--- config.mk ---
export PLATFORM = sky130hd
export DESIGN_NAME = snake_input_ctrl
export DESIGN_NICKNAME = d
export VERILOG_FILES = /design/src/rtl/snake_pkg.sv /design/src/rtl/snake_btn_debounce.sv /design/src/rtl/snake_input_ctrl.sv
export SDC_FILE = /design/constraint.sdc
export NUM_CORES = 1
export LEC_CHECK = 0
export ABC_AREA = 1
export CORE_MARGIN = 2
export CORE_UTILIZATION = 55
export CTS_CLUSTER_SIZE = 20
export DETAILED_ROUTE_END_ITERATION = 16
export PLACE_DENSITY = 0.72
export SYNTH_ARGS = -nofsm -noshare
export SYNTH_HDL_FRONTEND = slang
export SYNTH_SLANG_ARGS = --single-unit
--- constraint.sdc ---
create_clock -name clk -period 3.6 [get_ports clk]
set_input_delay 0.54 -clock clk [delete_from_list [all_inputs] [get_ports clk]]
set_output_delay 0.54 -clock clk [all_outputs]
set_load 0.05 [all_outputs]
--- src/rtl/snake_pkg.sv ---
// Shared turn encoding and default timing for the snake input path and game core.
// Pure types/constants; no latency, no flow control.
package snake_pkg;

    typedef enum logic [1:0] {
        TURN_NONE  = 2'd0,
        TURN_RIGHT = 2'd1,
        TURN_LEFT  = 2'd2
    } turn_t;

    localparam int                DEB_W               = 20;
    localparam logic [24:0]       STEP_CYCLES_DEF     = 25'd16777216;
    localparam logic [DEB_W-1:0]  DEBOUNCE_CYCLES_DEF = 20'd500000;

    // First press in a window wins; a tie between both buttons is dropped.
    function automatic turn_t next_turn(input turn_t cur, input logic right, input logic left);
        next_turn = cur;
        if (cur == TURN_NONE) begin
            if (right && !left) begin
                next_turn = TURN_RIGHT;
            end else if (left && !right) begin
                next_turn = TURN_LEFT;
            end
        end
    endfunction

endpackage

--- src/rtl/snake_btn_debounce.sv ---
// Synchronises and debounces one active-low raw button; pulses press on a debounced fall.
// Latency: 2 sync + DEBOUNCE_CYCLES stable samples; no backpressure, free-running.
module snake_btn_debounce
    import snake_pkg::*;
#(
    parameter logic [DEB_W-1:0] DEBOUNCE_CYCLES = DEBOUNCE_CYCLES_DEF
) (
    input  logic clk,
    input  logic rst,
    input  logic btn,
    output logic press
);

    localparam logic [DEB_W-1:0] DEB_LAST = DEBOUNCE_CYCLES - DEB_W'(1);

    logic             sync_q1;
    logic             sync_q2;
    logic             level;
    logic [DEB_W-1:0] cnt;

    always_ff @(posedge clk) begin
        if (rst) begin
            sync_q1 <= 1'b1;
            sync_q2 <= 1'b1;
            level   <= 1'b1;
            cnt     <= '0;
            press   <= 1'b0;
        end else begin
            sync_q1 <= btn;
            sync_q2 <= sync_q1;
            press   <= 1'b0;
            if (sync_q2 != level) begin
                if (cnt == DEB_LAST) begin
                    level <= sync_q2;
                    cnt   <= '0;
                    // Only the released->pressed transition is an event.
                    press <= ~sync_q2;
                end else begin
                    cnt <= cnt + DEB_W'(1);
                end
            end else begin
                cnt <= '0;
            end
        end
    end

endmodule

--- src/rtl/snake_input_ctrl.sv ---
// Button conditioning, game step tick and one-turn-per-step latch for the snake core.
// Press->pending 2+DEBOUNCE_CYCLES+1 cycles; turn_* valid the cycle after step_pulse; no backpressure.
module snake_input_ctrl
    import snake_pkg::*;
#(
    parameter int               CNT_W           = 25,
    parameter logic [CNT_W-1:0] STEP_CYCLES     = CNT_W'(STEP_CYCLES_DEF),
    parameter logic [DEB_W-1:0] DEBOUNCE_CYCLES = DEBOUNCE_CYCLES_DEF
) (
    input  logic clk,
    input  logic rst,
    input  logic bt0,
    input  logic bt1,
    input  logic enable,
    output logic step_pulse,
    output logic turn_right,
    output logic turn_left,
    output logic pending
);

    localparam logic [CNT_W-1:0] STEP_LAST = STEP_CYCLES - CNT_W'(1);

    logic             right_evt;
    logic             left_evt;
    logic [CNT_W-1:0] step_cnt;
    turn_t            turn_state;

    snake_btn_debounce #(.DEBOUNCE_CYCLES(DEBOUNCE_CYCLES)) u_db_right (
        .clk   (clk),
        .rst   (rst),
        .btn   (bt0),
        .press (right_evt)
    );

    snake_btn_debounce #(.DEBOUNCE_CYCLES(DEBOUNCE_CYCLES)) u_db_left (
        .clk   (clk),
        .rst   (rst),
        .btn   (bt1),
        .press (left_evt)
    );

    // Holding at 0 while disabled makes the first tick land a full step after enable rises.
    always_ff @(posedge clk) begin
        if (rst || !enable) begin
            step_cnt <= '0;
        end else if (step_cnt == STEP_LAST) begin
            step_cnt <= '0;
        end else begin
            step_cnt <= step_cnt + CNT_W'(1);
        end
    end

    assign step_pulse = enable && (step_cnt == STEP_LAST);

    always_ff @(posedge clk) begin
        if (rst || !enable) begin
            turn_state <= TURN_NONE;
            turn_right <= 1'b0;
            turn_left  <= 1'b0;
        end else if (step_pulse) begin
            turn_right <= (turn_state == TURN_RIGHT);
            turn_left  <= (turn_state == TURN_LEFT);
            // An event coincident with the tick belongs to the window that is opening.
            turn_state <= next_turn(TURN_NONE, right_evt, left_evt);
        end else begin
            turn_state <= next_turn(turn_state, right_evt, left_evt);
        end
    end

    assign pending = (turn_state != TURN_NONE);

endmodule

==> results.md <==
* Status: finished, final reports clean
* Type of origin of the critical path: register
* Post-detail-place hpwl at 5370 um
* Number of vias in the routed layout at 3202
* Post-CTS setup repair buffer count at 0
* Worst setup slack before clock tree synthesis at 1.04 ns
* Worst relative slew slack at 0.552
* Wire per inst at 11.7 um
* DRT iter0 DRCs at 164
* Core Area at 0.00672 mm^2
* Hold-critical path endpoint: u_db_left.sync_q2
* Minimum period implied by the final worst setup slack at 2.86 ns
* Gr ovfl total at 0
* Initial antenna violation count at 0
* P_sw at 327 uW
* Die Outline Area at 0.00758 mm^2
* TritonCTS clock tree: yes
* Ratio of final minimum period to clock period at 0.795
* Post-detailed-route DRC marker count at 0
* First-pass GRT wire length at 12800 um
* Reg-to-Reg Start: u_db_right.cnt[0]
* Worst-Skew Late Latency at 0.35 ns
* Crit-path max FO at 5
* Flop and latch count out of synthesis at 77
* Pint at 1170 uW
* Number of nets in the finished design at 549
* Overall power at 1500 uW
* Most numerous cell types in the synthesized netlist: sky130_fd_sc_hd__nand2_1, sky130_fd_sc_hd__nor2_1, sky130_fd_sc_hd__dfxtp_1
* Syn Nets at 536
* Total Neg Setup Slack at 0 ns
* CTS clock-pin slew for the worst setup and hold paths at 0.08 ns
* Total of endpoints with negative setup slack in the final report at 0
* Critical setup path kind: reg2out
* Hold Crit Class: reg2reg
* Master cell of the clock root buffer: sky130_fd_sc_hd__clkbuf_8
* Met2 Usage GRT at 0.335
* Number of enable flip-flop cells after synthesis at 0
* Area growth from synthesis to layout at 8.35%
* Iteration count of the initial detailed-routing pass at 4
* Num CTS Buffers at 9
* Number of port buffers at 8
* Standard-cell row count at 30
* Overall global routing resource usage at 0.214
* FMAX at 0.349 GHz
* Warning count from the yosys run at 0
* Unrepaired setup endpoints after global routing: false
* Yosys top cell area share at 0.406
* Synth area leaders: sky130_fd_sc_hd__dfxtp_1, sky130_fd_sc_hd__nand2_1, sky130_fd_sc_hd__nor2_1
* Final max-slew violation count at 0
* Number of global-route vias before repair at 2929
* Hold wc startpoint: u_db_left.sync_q1
* Number of top-level pins at 9
* Worst Setup End Kind: output pin
* Power Dens Cells at 364 mW/mm^2
* Switching share of power at 0.218
* Number of cells traversed by the worst hold path at 1
* Bufs on Longest Clock Path at 2
* Htree depth at 3
* GR Layer Usage met1 at 0.290
* Unique cell type count in the Yosys netlist at 33
* Register share of total power at 0.573
* Transition time of the tightest slew-check pin at 0.670 ns
* Global placer's final weighted congestion at 0.903
* Largest area contributor in the netlist: sky130_fd_sc_hd__dfxtp_1
* Proportion of register bits with asynchronous set or reset after synthesis at 0
* Clock sink total at 77
* Data arrival, critical path at 2.32 ns
* Total wire length after detailed routing at 7330 um
* Vias per cell at 5.12
* Part of the power in combinational logic at 0.016
* Reported leakage power at 0.00135 uW
* Clock network fraction of design power at 0.411
* Post-Route Skew at 0.00870 ns
* Dominant cell by count in the synthesized netlist: sky130_fd_sc_hd__nand2_1
* Most used flip-flop cell after synthesis: sky130_fd_sc_hd__dfxtp_1
* Endpoint required time on the critical path at 3.06 ns
* Number of instances in the synthesized netlist at 528
* Worst-case vdd ir drop at 187 uV
* N_diodes at 0
* Smallest setup slack after layout at 0.738 ns
* Total count of hold-check failures in the final report at 0
* Mean cell area of the mapped netlist at 7.18 um^2
* Sequential cell area fraction in the yosys report at 0.406
* Count of antenna-violating nets left after detailed routing at 0
* Initial core utilization at 0.564
* Post-CTS resize count at 0
* Overall die width at 87.0 um
* Worst reg2reg path endpoint: u_db_right.cnt[14]
* Reg2reg setup slack at 1.54 ns
* Number of hold buffers added after cts at 0
* Post-synth design cell area at 0.00379 mm^2
* Number of max-cap violations at 0
* Global routing usage on met3 at 0.0332
* Proportion of layout cells with a drive suffix above 1 at 0.106
* Most Crowded Layer GR: met2
* Largest net degree at the start of global routing at 26
* Worst reg-to-reg path cell count at 6
* Height of the die at 87.0 um
[per-layer routing]
layer / vias to the layer above / part of all wire
met1: 1440 / 0.49
met4: 0 / 0.015
met2: 52 / 0.47
met3: 9 / 0.030
li1: 1701 / -
met5: - / 0
[area by class of cell]
cell class              count  area [um^2]
fillers                   621         2610
multi-input cells         379         1950
flip-flops and latches     77         1540
inverters                  66          248
clock buffers              13          169
well taps                  80          100
repair buffers              8         80.1
clock inverters             2         16.3
[registers in the layout (all words and copies together) (netlist names)]
name	cells
step_cnt	25
u_db_left.cnt	20
u_db_right.cnt	20
turn_state	2
turn_left	1
turn_right	1
u_db_left.level	1
u_db_left.press	1
u_db_left.sync_q1	1
u_db_left.sync_q2	1
u_db_right.level	1
u_db_right.press	1
u_db_right.sync_q1	1
u_db_right.sync_q2	1
[layout by cell type, fill, tap and decap left out, drive strengths merged]
cell / n
a21oi: 29
a31oi: 1
clkbuf: 13
clkdlybuf4s50: 8
clkinvlp: 1
dfxtp: 77
ha: 3
inv: 67
nand2: 130
nand3: 28
nand3b: 6
nand4: 18
nor2: 94
nor3: 21
nor3b: 5
nor4: 1
o211ai: 1
o21ai: 9
or2: 8
xnor2: 10
xor2: 15
[logic make-up (layout without fill, tap and decap cells)]
| logic type | Yosys count | count (layout) | share of synthesized area |
|---|---|---|---|
| and+or+nand+nor | 311 | 311 | 0.394 |
| DFF | 77 | 77 | 0.406 |
| AOI/OAI and AO/OA | 40 | 40 | 0.0538 |
| xor gates and xnor gates | 25 | 25 | 0.0577 |
| adders and majority gates | 3 | 3 | 0.00990 |
| buffers and inverters | 72 | 89 | 0.0782 |
[worst max path at each step]
stage,slack [ns],to,cells past startpoint,startpoint
after detailed placement,1.04,step_pulse,4,enable
after global routing,0.52,step_pulse,8,step_cnt[0]
after CTS,0.72,step_pulse,8,step_cnt[0]
after floorplan,1.44,step_pulse,7,step_cnt[0]
final,0.74,step_pulse,8,step_cnt[0]
after global placement,1.07,step_pulse,4,enable
[through the flow]
step                utilization  cell area [um^2]  hold WS, ns  cells
floorplan                     -              3790        0.389    528
global placement          0.584              3920        0.393    610
detailed placement        0.584              3920        0.394    610
CTS                       0.612              4110        0.413    625
global route              0.612              4110        0.426    625
finish                    0.612              4110        0.410    625
[worst max-delay path: stages (launching register included)]
cell                              delay (ns)
sky130_fd_sc_hd__dfxtp_1                0.41
sky130_fd_sc_hd__ha_1                   0.23
sky130_fd_sc_hd__nand3_2                0.11
sky130_fd_sc_hd__inv_2                  0.10
sky130_fd_sc_hd__nand2_4                0.08
sky130_fd_sc_hd__inv_1                  0.08
sky130_fd_sc_hd__nand3_1                0.07
sky130_fd_sc_hd__nor2_1                 0.08
sky130_fd_sc_hd__clkdlybuf4s50_1        0.80
[power groups by stage]
stage / Sequential, uW / Combinational (uW) / Clock, uW
global route: 858 / 27.9 / 667
detailed placement: 878 / 24.5 / 0
CTS: 857 / 24.7 / 630
global placement: 877 / 24.1 / 0
floorplan: 877 / 19.2 / 0
finish: 857 / 24.1 / 615
Power figures use the tool's default switching activity.
